File: config.mk
export PLATFORM = sky130hd
export DESIGN_NAME = pll_clken_gen
export DESIGN_NICKNAME = d
export VERILOG_FILES = /design/src/rtl/pll_clken_pkg.sv /design/src/rtl/sync2.sv /design/src/rtl/pll_clken_gen.sv
export SDC_FILE = /design/constraint.sdc
export NUM_CORES = 1
export LEC_CHECK = 0
export BUFFER_PORTS_ARGS = -buffer_cell sky130_fd_sc_hd__buf_2
export CORE_MARGIN = 8
export CORE_UTILIZATION = 35
export CTS_BUF_LIST = sky130_fd_sc_hd__clkbuf_4
export DETAILED_ROUTE_END_ITERATION = 8
export PLACE_DENSITY = 0.63
export SYNTH_ARGS = -nofsm -noshare
export SYNTH_HDL_FRONTEND = slang
export SYNTH_SLANG_ARGS = --single-unit
File: constraint.sdc
create_clock -name CLK -period 3.8 [get_ports CLK]
set_input_delay 0.38 -clock CLK [delete_from_list [all_inputs] [get_ports CLK]]
set_output_delay 0.38 -clock CLK [all_outputs]
set_load 0.05 [all_outputs]
File: src/rtl/pll_clken_pkg.sv
// Shared definitions for the PLL clock-enable generator.
// Holds the controller state encoding and the default timing constants.
// Imported by pll_clken_gen.
package pll_clken_pkg;

  // Lock controller states
  typedef enum logic [1:0] {
    WAIT_LOCK = 2'd0,
    HOLD      = 2'd1,
    ACTIVE    = 2'd2
  } state_t;

  // 171.818 MHz / 96 = 1.78977 MHz strobe
  localparam int unsigned DIV_DEFAULT       = 96;
  // Cycles of SYS_RESET kept asserted after lock is seen
  localparam int unsigned LOCK_HOLD_DEFAULT = 1024;
  // Width of the CE pulse counter
  localparam int unsigned TICK_W            = 16;

endpackage

File: src/rtl/sync2.sv
// Two-flop synchronizer for a single asynchronous level.
// Latency: 2 clk edges from input to output.
// No backpressure; both flops clear to 0 on synchronous reset.
module sync2 (
  input  logic clk,
  input  logic reset,
  input  logic d,
  output logic q
);

  logic meta;

  // Resample the asynchronous input twice before it reaches any logic
  always_ff @(posedge clk) begin
    if (reset) begin
      meta <= 1'b0;
      q    <= 1'b0;
    end else begin
      meta <= d;
      q    <= meta;
    end
  end

endmodule

File: src/rtl/pll_clken_gen.sv
// PLL-lock-qualified reset and divided clock-enable strobe generator.
// Latency: SYS_RESET releases LOCK_HOLD+3 edges after LOCK is sampled; CE/CE_HALF are combinational from RUN.
// No backpressure; RUN=0 freezes the divider. Define CLKEN_HALF_EN to enable the CE_HALF decode.
module pll_clken_gen
  import pll_clken_pkg::*;
#(
  parameter int unsigned DIV       = DIV_DEFAULT,
  parameter int unsigned LOCK_HOLD = LOCK_HOLD_DEFAULT
) (
  input  logic              CLK,
  input  logic              RESET,
  input  logic              LOCK,
  input  logic              RUN,
  output logic              SYS_RESET,
  output logic              CE,
  output logic              CE_HALF,
  output logic [TICK_W-1:0] TICK_CNT
);

  localparam int unsigned  DW        = (DIV > 1) ? $clog2(DIV) : 1;
  localparam logic [DW-1:0] DIV_LAST = DW'(DIV - 1);
  localparam logic [15:0]  HOLD_LAST = 16'(LOCK_HOLD - 1);

  state_t              state;
  state_t              state_nxt;
  logic                lock_s;
  logic [15:0]         hold_cnt;
  logic [DW-1:0]       div_cnt;
  logic [TICK_W-1:0]   tick_cnt;
  logic                sys_reset;
  logic                en;
  logic                ce;

  sync2 u_sync2 (
    .clk   (CLK),
    .reset (RESET),
    .d     (LOCK),
    .q     (lock_s)
  );

  // An enabled cycle: running in ACTIVE and not being reset this edge
  assign en = !RESET && (state == ACTIVE) && RUN;
  assign ce = en && (div_cnt == DIV_LAST);

  // Next-state decode; loss of lock overrides every other transition
  always_comb begin
    state_nxt = state;
    if (!lock_s) begin
      state_nxt = WAIT_LOCK;
    end else begin
      case (state)
        WAIT_LOCK: state_nxt = HOLD;
        HOLD:      if (hold_cnt == HOLD_LAST) state_nxt = ACTIVE;
        ACTIVE:    state_nxt = ACTIVE;
        default:   state_nxt = WAIT_LOCK;
      endcase
    end
  end

  // State register
  always_ff @(posedge CLK) begin
    if (RESET) state <= WAIT_LOCK;
    else       state <= state_nxt;
  end

  // Hold timer runs only while in HOLD; it starts from 0 on every HOLD entry
  always_ff @(posedge CLK) begin
    if (RESET || !lock_s || (state != HOLD)) hold_cnt <= '0;
    else                                      hold_cnt <= hold_cnt + 16'd1;
  end

  // Divider advances only on enabled cycles and wraps at DIV-1
  always_ff @(posedge CLK) begin
    if (RESET || !lock_s || (state != ACTIVE)) div_cnt <= '0;
    else if (en) begin
      if (div_cnt == DIV_LAST) div_cnt <= '0;
      else                     div_cnt <= div_cnt + DW'(1);
    end
  end

  // CE pulse counter; clears on lock loss, wraps naturally at 16 bits
  always_ff @(posedge CLK) begin
    if (RESET || !lock_s) tick_cnt <= '0;
    else if (ce)          tick_cnt <= tick_cnt + 16'd1;
  end

  // Downstream reset lags the state by one register so it is glitch-free
  always_ff @(posedge CLK) begin
    if (RESET) sys_reset <= 1'b1;
    else       sys_reset <= (state != ACTIVE);
  end

`ifdef CLKEN_HALF_EN
  localparam logic [DW-1:0] HALF_LAST = DW'(DIV / 2 - 1);
  assign CE_HALF = en && (div_cnt == HALF_LAST);
`else
  assign CE_HALF = 1'b0;
`endif

  assign CE        = ce;
  assign SYS_RESET = sys_reset;
  assign TICK_CNT  = tick_cnt;

endmodule

==> impl_metrics.ini, run 1 <==
[worst_setup_path]
critPathBufInv = 3
crit_family = simple AND/OR/NAND/NOR gates
worst-endpoint-required_ps = 3420
timing.critical_path.from_type = flip-flop
path_depth_of_the_worst_reg2reg_path = 6
critical_path_peak_fanout = 10
worst-setup-path-type = reg -> out
critical_path_cell_count = 6
cell_chain_critical_path = inv_1, ha_1, and4b_1, nand3_2, inv_1, buf_2
critical-path-slowest-cell = sky130_fd_sc_hd__and4b_1
timing.critical_path.mode_cell = sky130_fd_sc_hd__inv_1
timing.rr.start = state[0]$_SDFFE_PP0P_
r2r_setup_slack_ps = 1700
critical_path_arrival_ps = 2220
endpoint_kind = primary output
max_stage_delay_ps = 450
critical_path.reg2reg.endpoint = TICK_CNT[13]$_SDFFE_PP0P_

[floorplan]
die_width_um = 92.43
floorplan.initialDensity_pct = 35.37
die_area_um2 = 8543
floorplan.rows = 28
coreArea_um2 = 5781
io_pins = 23
dieHeight_um = 92.43

[placed_design]
detailedPlace.worstSlack_ps = 1618
placement.io_buffers = 21
gpl.final_weighted_congestion = 0.7492
dpl-instance-area_um2 = 2180
post_detailed_placement_half_perimeter_wirelength_um = 2877
dp.cells = 310

[grt]
globalRouteOverflowTotal = 0
grt_max_degree = 18
global_route.usage.total_pct = 9.868
first_global_vias = 1534
antenna_found_initial = 0
grt_first_pass_wirelength_um = 6996

[detailed_routing]
highest_metal_layer_used_by_the_detailed_router = met4
drt-pass1-iter-count = 4
viasPerCell = 5.135
drt_iter0_drc = 47
drc_errors = 0
postRouteAntennaNets = 0
dr_total_vias = 1633
met3_wirelength_um = 144
routed_met2_length_um = 1847
avgRoutedWirePerCell_um = 12.80
routed_wirelength_um = 4071
m1WireLength_um = 2020

[finish]
syn2layout_area_growth_pct = 10.53
design_area_um2 = 2260
multi_input_gate_area_in_the_final_layout_um2 = 1070
stdcell_count = 318
final-seq-area_um2 = 880.8
post_route_cells_drive_above_1_share_pct = 14.40
antenna_cells = 0
fillcell_total = 596
final_nets = 252

[clocking]
cts_tree = yes
post-cts-setup-buffers = 0
cts_hold_buf = 0
clock_pin_slew_reported_for_the_worst_setup_and_hold_paths_after_clock_tree_synthesis_ps = 130
clockRootBuffer = sky130_fd_sc_hd__clkbuf_4
cts_made_buffers = 5
cts.sinks = 44
cts_max_level = 2
cts-root-to-sink-buffers = 2
clk_latency_ps = 360
cts_resized = 0

[timing]
finClkSkew_ps = 9.155
worst_slack_ps = 1203
hold_violations = 0
finalWorstPathRequiredPeriod_ps = 2597
timing.final.max_slew_violations = 0
finalSetupTns_ps = 0
fmax_mhz = 385.1
transition_at_the_pin_with_the_smallest_max_transition_slack_ps = 708.3
final-setup-viol-count = 0
layout_worst_path_cycle_share_pct = 68.34
setup_repair_after_global_routing_missed_its_margin = false
max-slew-margin-rel_pct = 52.78

[synthesis]
ys_types = 37
synth.ff_latch_count = 44
syn-instance-count = 223
synth-warning-count = 0
yosysTopAreaCell = sky130_fd_sc_hd__dfxtp_1
synth-main-ff-cell = sky130_fd_sc_hd__dfxtp_1
synthesis.area_per_instance_um2 = 9.168
synth_enable_flop_cells = 0
synthesis.area_um2 = 2044
yosys-top-cells-area = sky130_fd_sc_hd__dfxtp_1 43%, sky130_fd_sc_hd__xnor2_1 4.3%, sky130_fd_sc_hd__o31ai_1 4.0%, sky130_fd_sc_hd__xor2_1 3.9%, sky130_fd_sc_hd__a21oi_1 3.7%
synth_common_cells = 44 x sky130_fd_sc_hd__dfxtp_1, 20 x sky130_fd_sc_hd__nor2_1, 15 x sky130_fd_sc_hd__a21oi_1
mappedNetlistNets = 233
synth_top_area_share_pct = 43.08
synth_sequential_area_ratio_pct = 43.08
yosys.cell_count.top_type = sky130_fd_sc_hd__dfxtp_1
asyncSetResetFlopFracSynth_pct = 0

[hold_path]
worst_hold_endpoint = u_sync2.meta$_SDFF_PP0_
worst_hold_path_type = in -> reg
hold_start = LOCK
whs_path_depth = 2

[power]
power.ir.vdd_worst_mv = 0.1775
p_leak_uw = 0.0007557
power-per-cell-area_nw_per_um2 = 340.8
total_power_uw = 770.1

[job]
cap_violations = 0

[status]
run_status = finished, final reports clean
-- area by class of cell --
| type | count | area share, % |
|---|---|---|
| well taps | 75 | 4.153 |
| flip-flops and latches | 44 | 38.98 |
| clock buffers | 5 | 1.661 |
| repair buffers | 21 | 4.651 |
| multi-input cells | 162 | 47.34 |
| inverters | 8 | 1.329 |
| clock inverters | 3 | 1.883 |
-- cell usage in the layout, fill, tap and decap left out, drive strengths merged, types with 2 or more instances in the layout --
cell    count
nand2b      3
nand4      10
inv         8
dfxtp      44
nand2      11
xnor2      10
or4        10
o31ai      11
a21oi      15
nor2b       4
nor2       20
ha          6
and4b       2
o21ai       5
clkbuf      5
o41ai       2
mux2i       2
nor3        6
clkinv      2
and2        2
buf        21
xor2        9
or3         7
nand3      15
and3        4
-- per-layer routing --
metal  global-route usage, %  vias to the layer above
li1                        -                      839
met1                   12.30                      763
met2                   15.44                       23
met3                   2.994                        8
met4                   4.161                        0
met5                       0                        -
-- kinds of logic (layout without fill, tap and decap cells) --
kind of cell	count (synthesis)	after routing	share of synthesized area [%]
and+or+nand+nor	100	100	28.76
DFF	44	44	43.08
AOI/OAI and AO/OA	34	34	10.59
xor gates and xnor gates	19	19	8.140
buffers and inverters	17	37	4.589
adders and majority gates	6	6	3.672
muxes	2	2	0.9792
other	1	1	0.1834
-- how the worst max path moves through the flow --
stage                              from                         to  slack (ps)
2_1_floorplan  TICK_CNT[2]$_SDFFE_PP0P_  TICK_CNT[13]$_SDFFE_PP0P_        1830
3_3_place_gp      state[0]$_SDFFE_PP0P_                         CE        1660
3_5_place_dp      state[0]$_SDFFE_PP0P_                         CE        1620
4_1_cts           state[0]$_SDFFE_PP0P_                         CE        1180
5_1_grt           state[0]$_SDFFE_PP0P_                         CE        1010
6_report          state[0]$_SDFFE_PP0P_                         CE        1200
-- sequential cells by signal (all words and copies together) (netlist names) --
register and flops:
div_cnt 7, SYS_RESET 1, TICK_CNT 16, hold_cnt 16
state 2, u_sync2.q 1, u_sync2.meta 1
-- power by group --
part	switching (uW)	leakage [uW]	internal, uW
logic	7.45	0.000358	3.87
clock network	158	0.0000428	138
registers	0.553	0.000355	463
total	166	0.000756	604
-- metrics by stage --
step | utilization, % | hold WS, ps
after CTS | 39.09 | 212.9
after detailed placement | 37.71 | 431.5
after global routing | 39.09 | 223.9
after floorplan | - | 413.8
final | 39.09 | 229.7
after global placement | 37.71 | 434.4
No activity file was read; power rests on OpenSTA's default activity.
==> run 2: changes to the inputs <==
==> constraint.sdc (replaced) <==
create_clock -name CLK -period 2.47 [get_ports CLK]
set_input_delay 0.247 -clock CLK [delete_from_list [all_inputs] [get_ports CLK]]
set_output_delay 0.247 -clock CLK [all_outputs]
set_load 0.05 [all_outputs]
==> run 2 against run 1 <==
Compared with the run above: first-iteration DRC count rose by 51%; sequential power is 54% higher; sequential cell count stayed put; worst setup slack worse by 990 ps; register-to-register slack got worse by 1200 ps; routed wire length shrank 4.2%; largest power group unchanged; design area increased by 0.17%; largest cell class unchanged; clock power increased by 52%.
==> impl_metrics.ini, run 2 (synthesis gave the netlist of run 1 again) <==
[status]
run_status = finished, final reports clean

[grt]
grt_util_met2_pct = 15.61
first_global_vias = 1564
grtUsageMet3_pct = 3.155
grt_max_degree = 18
grt_first_pass_wirelength_um = 6893
grt_most_used_layer = met2
antenna_found_initial = 0
global_route.usage.total_pct = 9.624
grt_util_met1_pct = 11.52
globalRouteOverflowTotal = 0

[timing]
max-slew-margin-rel_pct = 54.80
timing.final.max_slew_violations = 0
fmax_mhz = 442.6
finalWorstPathRequiredPeriod_ps = 2260
final-setup-viol-count = 0
setup_repair_after_global_routing_missed_its_margin = false
finalSetupTns_ps = 0
transition_at_the_pin_with_the_smallest_max_transition_slack_ps = 678.0
layout_worst_path_cycle_share_pct = 91.48
hold_violations = 0
finClkSkew_ps = 23.25

[worst_setup_path]
worst-endpoint-required_ps = 2220
worst-setup-path-type = reg -> out
timing.critical_path.from_type = flip-flop
timing.rr.start = state[0]$_SDFFE_PP0P_
endpoint_kind = primary output
startpoint = state[0]$_SDFFE_PP0P_
critical_path_arrival_ps = 2010
r2r_setup_slack_ps = 470
critical_path_peak_fanout = 10

[detailed_routing]
drt_iter0_drc = 71
avgRoutedWirePerCell_um = 12.26
postRouteAntennaNets = 0
viasPerCell = 5.053
routed_wirelength_um = 3898
drt-pass1-iter-count = 4
drc_errors = 0
dr_total_vias = 1607

[clocking]
cts-root-to-sink-buffers = 2
cts.sinks = 44
clock_pin_slew_reported_for_the_worst_setup_and_hold_paths_after_clock_tree_synthesis_ps = 130
post-cts-setup-buffers = 0
cts_tree = yes
cts_made_buffers = 5
clk_latency_ps = 360
cts_hold_buf = 0
clockRootBuffer = sky130_fd_sc_hd__clkbuf_4
cts_max_level = 2

[floorplan]
io_pins = 23
floorplan.rows = 28
coreArea_um2 = 5781
dieHeight_um = 92.43
die_width_um = 92.43
floorplan.initialDensity_pct = 35.37
die_area_um2 = 8543

[finish]
final_nets = 252
fillcell_total = 594
final-seq-area_um2 = 880.8
multi_input_gate_area_in_the_final_layout_um2 = 1071
commonest_non_fill_non_tap_cells_in_the_layout = 44 x sky130_fd_sc_hd__dfxtp_1, 20 x sky130_fd_sc_hd__nor2_1, 20 x sky130_fd_sc_hd__buf_2, 15 x sky130_fd_sc_hd__a21oi_1, 12 x sky130_fd_sc_hd__nand3_1
most_common_cell_after_layout_fill_and_taps_aside = sky130_fd_sc_hd__dfxtp_1
antenna_cells = 0
syn2layout_area_growth_pct = 10.71
stdcell_count = 318
finalCoreUtilization_pct = 39.16
post_route_cells_drive_above_1_share_pct = 15.64

[power]
switching_share_pct = 20.30
p_leak_uw = 0.0007547
part_of_the_power_in_combinational_logic_pct = 1.5
power-per-cell-area_nw_per_um2 = 521.6
power_dissipated_by_switching_net_loads_uw = 239.6
share_seq_of_total_power_pct = 60.4
power.internal_uw = 940.9
power.ir.vdd_worst_mv = 0.2221
power_share_of_the_clock_group_pct = 38.2

[placed_design]
gpl.final_weighted_congestion = 0.7841
dp.cells = 310
post_detailed_placement_half_perimeter_wirelength_um = 2769
placement.io_buffers = 21

[hold_path]
worst_hold_path_type = in -> reg
hold_start = LOCK

[job]
cap_violations = 0
-- run 2: worst paths after layout --
path / end / cells after the start
min reg2reg: u_sync2.q$_SDFF_PP0_ / 1
min: u_sync2.meta$_SDFF_PP0_ / 2
max: CE / 6
max reg2reg: TICK_CNT[14]$_SDFFE_PP0P_ / 6
-- run 2: worst max-delay path, cell delays in order, from the launching register on --
cell and delay [ps]:
sky130_fd_sc_hd__dfxtp_1 340, sky130_fd_sc_hd__inv_1 90, sky130_fd_sc_hd__ha_1 200, sky130_fd_sc_hd__and4b_2 380, sky130_fd_sc_hd__nand3_2 220, sky130_fd_sc_hd__inv_2 170
sky130_fd_sc_hd__clkbuf_4 250
-- run 2: stage by stage --
stage	hold slack, ps	worst slack, ps	total power, uW	cell area [um2]
CTS	104.5	99.98	1195	2261
global placement	435.5	453.2	745.9	2180
floorplan	318.6	500.8	741.3	2044
global route	92.88	56.50	1225	2263
detailed placement	429.1	418.8	746.0	2180
finish	110.9	210.4	1181	2263
-- run 2: power groups by stage --
stage | Combinational, uW | Sequential [uW] | Clock [uW]
3_3_place_gp | 17.6 | 728 | 0
6_report | 17.5 | 713 | 450
4_1_cts | 17.7 | 713 | 464
5_1_grt | 19.4 | 713 | 493
2_1_floorplan | 13.1 | 728 | 0
3_5_place_dp | 17.6 | 728 | 0
-- run 2: repair_timing --
item,4_1_cts,5_1_grt
resized for setup,1,2
setup endpoints to repair,1,1
pin swaps,0,0
-- run 2: area by class of cell --
class / count / area share, %
multi-input combinational: 162 / 47.32
sequential: 44 / 38.92
timing repair buffer: 21 / 4.754
tap: 75 / 4.146
clock buffer: 6 / 1.990
clock inverter: 2 / 1.548
inverter: 8 / 1.327
-- run 2: metal layers --
layer / vias to the layer above / share of wire (%)
li1: 843 / -
met1: 728 / 51
met2: 30 / 44
met3: 6 / 3.6
met4: 0 / 1.1
met5: - / 0
==> run 3: changes to the inputs <==
--- a/config.mk
+++ b/config.mk
@@ -5,6 +5,7 @@
 export SDC_FILE = /design/constraint.sdc
 export NUM_CORES = 1
 export LEC_CHECK = 0
+export ABC_AREA = 1
 export BUFFER_PORTS_ARGS = -buffer_cell sky130_fd_sc_hd__buf_2
 export CORE_MARGIN = 8
 export CORE_UTILIZATION = 35
==> run 3 against run 2 <==
Compared with the run above: critical endpoint unchanged; die area is 7.0% higher; sequential cell count is the same; critical path depth grew 1; via count grew 20%; worst setup slack better by 150 ps; synthesized cell count up 45%; maximum frequency rose by 7.3%; clock-buffer cell count decreased by 1; final cell count grew 33%; routed wire length rose by 9.3%.
==> impl_metrics.ini, run 3 <==
[floorplan]
io_pins = 23
dieHeight_um = 95.59
floorplan.initialDensity_pct = 35.53
coreArea_um2 = 6241
die_area_um2 = 9137
floorplan.rows = 29
die_width_um = 95.59

[worst_setup_path]
worst-endpoint-required_ps = 2220
critical_path_arrival_ps = 1860
critical_path_peak_fanout = 17
cell_chain_critical_path = inv_1, ha_1, nand3_2, inv_4, nand2_4, inv_4, buf_2
critical_path.reg2reg.endpoint = state[1]$_SDFFE_PP0P_
timing.critical_path.mode_cell = sky130_fd_sc_hd__inv_4
endpoint_kind = primary output
path_depth_of_the_worst_reg2reg_path = 6
worst-setup-path-type = reg -> out
timing.rr.start = hold_cnt[0]$_SDFF_PP0_
timing.critical_path.from_type = flip-flop
max_stage_delay_ps = 330
r2r_setup_slack_ps = 940
critical-path-slowest-cell = sky130_fd_sc_hd__dfxtp_1

[timing]
finalWorstPathRequiredPeriod_ps = 2105
hold_violations = 0
setup_repair_after_global_routing_missed_its_margin = false
timing.final.max_slew_violations = 0
layout_worst_path_cycle_share_pct = 85.23
finalSetupTns_ps = 0
finClkSkew_ps = 20.62
fmax_mhz = 475.0
final-setup-viol-count = 0

[grt]
antenna_found_initial = 0
global_route.usage.total_pct = 10.28
grt_max_degree = 18
grt_first_pass_wirelength_um = 7590
globalRouteOverflowTotal = 0
first_global_vias = 1793

[detailed_routing]
drc_errors = 0
drt_iter0_drc = 34
routed_wirelength_um = 4260
postRouteAntennaNets = 0
dr_total_vias = 1926
drt-pass1-iter-count = 4
avgRoutedWirePerCell_um = 10.07
viasPerCell = 4.553

[finish]
most_common_cell_after_layout_fill_and_taps_aside = sky130_fd_sc_hd__nand2_1
antenna_cells = 0
finalCoreUtilization_pct = 38.85
final_nets = 356
commonest_non_fill_non_tap_cells_in_the_layout = 90 x sky130_fd_sc_hd__nand2_1, 60 x sky130_fd_sc_hd__nor2_1, 44 x sky130_fd_sc_hd__dfxtp_1, 30 x sky130_fd_sc_hd__inv_1, 24 x sky130_fd_sc_hd__nand3_1
post_route_cells_drive_above_1_share_pct = 13.01
syn2layout_area_growth_pct = 9.368

[synthesis]
synth_sequential_area_ratio_pct = 39.73
yosys.cell_count.top_type = sky130_fd_sc_hd__nand2_1
yosys-top-cells-area = sky130_fd_sc_hd__dfxtp_1 40%, sky130_fd_sc_hd__nand2_1 15%, sky130_fd_sc_hd__nor2_1 10%, sky130_fd_sc_hd__nand3_1 5.4%, sky130_fd_sc_hd__inv_1 5.1%
synthesis.area_um2 = 2217
synth_enable_flop_cells = 0
ys_types = 33
yosysTopAreaCell = sky130_fd_sc_hd__dfxtp_1
synth_top_area_share_pct = 39.73
synthesis.area_per_instance_um2 = 6.864
syn-instance-count = 323
synth.ff_latch_count = 44
asyncSetResetFlopFracSynth_pct = 0
synth_common_cells = 90 x sky130_fd_sc_hd__nand2_1, 60 x sky130_fd_sc_hd__nor2_1, 44 x sky130_fd_sc_hd__dfxtp_1
synth-warning-count = 0
mappedNetlistNets = 333
synth-main-ff-cell = sky130_fd_sc_hd__dfxtp_1

[placed_design]
placement.io_buffers = 21
post_detailed_placement_half_perimeter_wirelength_um = 3208
gpl.final_weighted_congestion = 0.8161

[power]
power_share_of_the_clock_group_pct = 31.9
power.internal_uw = 821.0
power.ir.vdd_worst_mv = 0.2006
share_seq_of_total_power_pct = 66.5
power_dissipated_by_switching_net_loads_uw = 250.8
p_leak_uw = 0.0008819
power-per-cell-area_nw_per_um2 = 442.0
part_of_the_power_in_combinational_logic_pct = 1.6
switching_share_pct = 23.40

[hold_path]
worst_hold_endpoint = u_sync2.meta$_SDFF_PP0_
whs_path_depth = 2
worst_hold_path_type = in -> reg
hold_start = RESET

[clocking]
post-cts-setup-buffers = 0
cts_resized = 0
cts_tree = yes
clockRootBuffer = sky130_fd_sc_hd__clkbuf_4
cts_hold_buf = 0
cts-root-to-sink-buffers = 2
clk_latency_ps = 360
cts_made_buffers = 5
cts_max_level = 2
cts.sinks = 44
clock_pin_slew_reported_for_the_worst_setup_and_hold_paths_after_clock_tree_synthesis_ps = 120

[status]
run_status = finished, final reports clean

[job]
cap_violations = 0
[run 3: area by class of cell]
cell class,instances,area [um2]
timing repair buffer,21,105.1
clock buffer,5,37.54
fill,672,3816
multi-input combinational,238,1152
sequential,44,880.8
tap,77,96.34
inverter,36,140.1
clock inverter,2,12.51
[run 3: power by group through the flow]
stage	clock network, uW	logic [uW]	registers (uW)
floorplan	0	13.7	728
CTS	363	17.8	713
detailed placement	0	17.7	728
global route	387	19.6	713
finish	342	17.4	713
global placement	0	17.2	728
[run 3: worst max-delay path, delay by kind of cell (launching register included)]
| kind | cells | cell delay, ps |
|---|---|---|
| AND/OR/NAND/NOR | 2 | 300 |
| adder cells (fa/ha/maj) | 1 | 210 |
| flip-flops | 1 | 330 |
| buffers and inverters | 4 | 670 |
[run 3: worst max path at each step]
stage	start	end	slack (ps)	cells after the start
global route	state[0]$_SDFFE_PP0P_	CE	200	7
finish	state[0]$_SDFFE_PP0P_	CE	360	7
CTS	state[0]$_SDFFE_PP0P_	CE	330	7
detailed placement	state[0]$_SDFFE_PP0P_	CE	750	7
global placement	state[0]$_SDFFE_PP0P_	CE	770	7
floorplan	TICK_CNT[0]$_SDFFE_PP0P_	TICK_CNT[14]$_SDFFE_PP0P_	780	8
[run 3: cell families (layout without fill, tap and decap cells)]
| logic type | Yosys count | count (layout) | share of synthesized area [%] |
|---|---|---|---|
| AOI/OAI and AO/OA | 28 | 28 | 7.449 |
| other | 1 | 1 | 0.1691 |
| DFF | 44 | 44 | 39.73 |
| xor gates and xnor gates | 9 | 9 | 3.556 |
| buffers and inverters | 41 | 64 | 8.296 |
| adders and majority gates | 6 | 6 | 3.386 |
| and+or+nand+nor | 194 | 194 | 37.42 |
[run 3: metal layers]
metal	vias up	track usage (%)	part of all wire (%)
li1	1053	-	-
met1	844	11.36	45
met2	21	18.29	48
met3	8	2.835	4.6
met4	0	3.841	1.6
met5	-	0	0
[run 3: through the flow]
| step | power (uW) | hold WS [ps] | cell area [um2] | cells | setup WS [ps] |
|---|---|---|---|---|---|
| finish | 1072 | 74.29 | 2425 | 423 | 364.8 |
| global route | 1120 | 61.38 | 2425 | 423 | 201.4 |
| CTS | 1093 | 54.69 | 2425 | 423 | 332.3 |
| detailed placement | 746.0 | 403.9 | 2375 | 416 | 748.5 |
| global placement | 745.6 | 396.0 | 2375 | 416 | 769.3 |
| floorplan | 742.1 | 318.2 | 2217 | 323 | 777.8 |
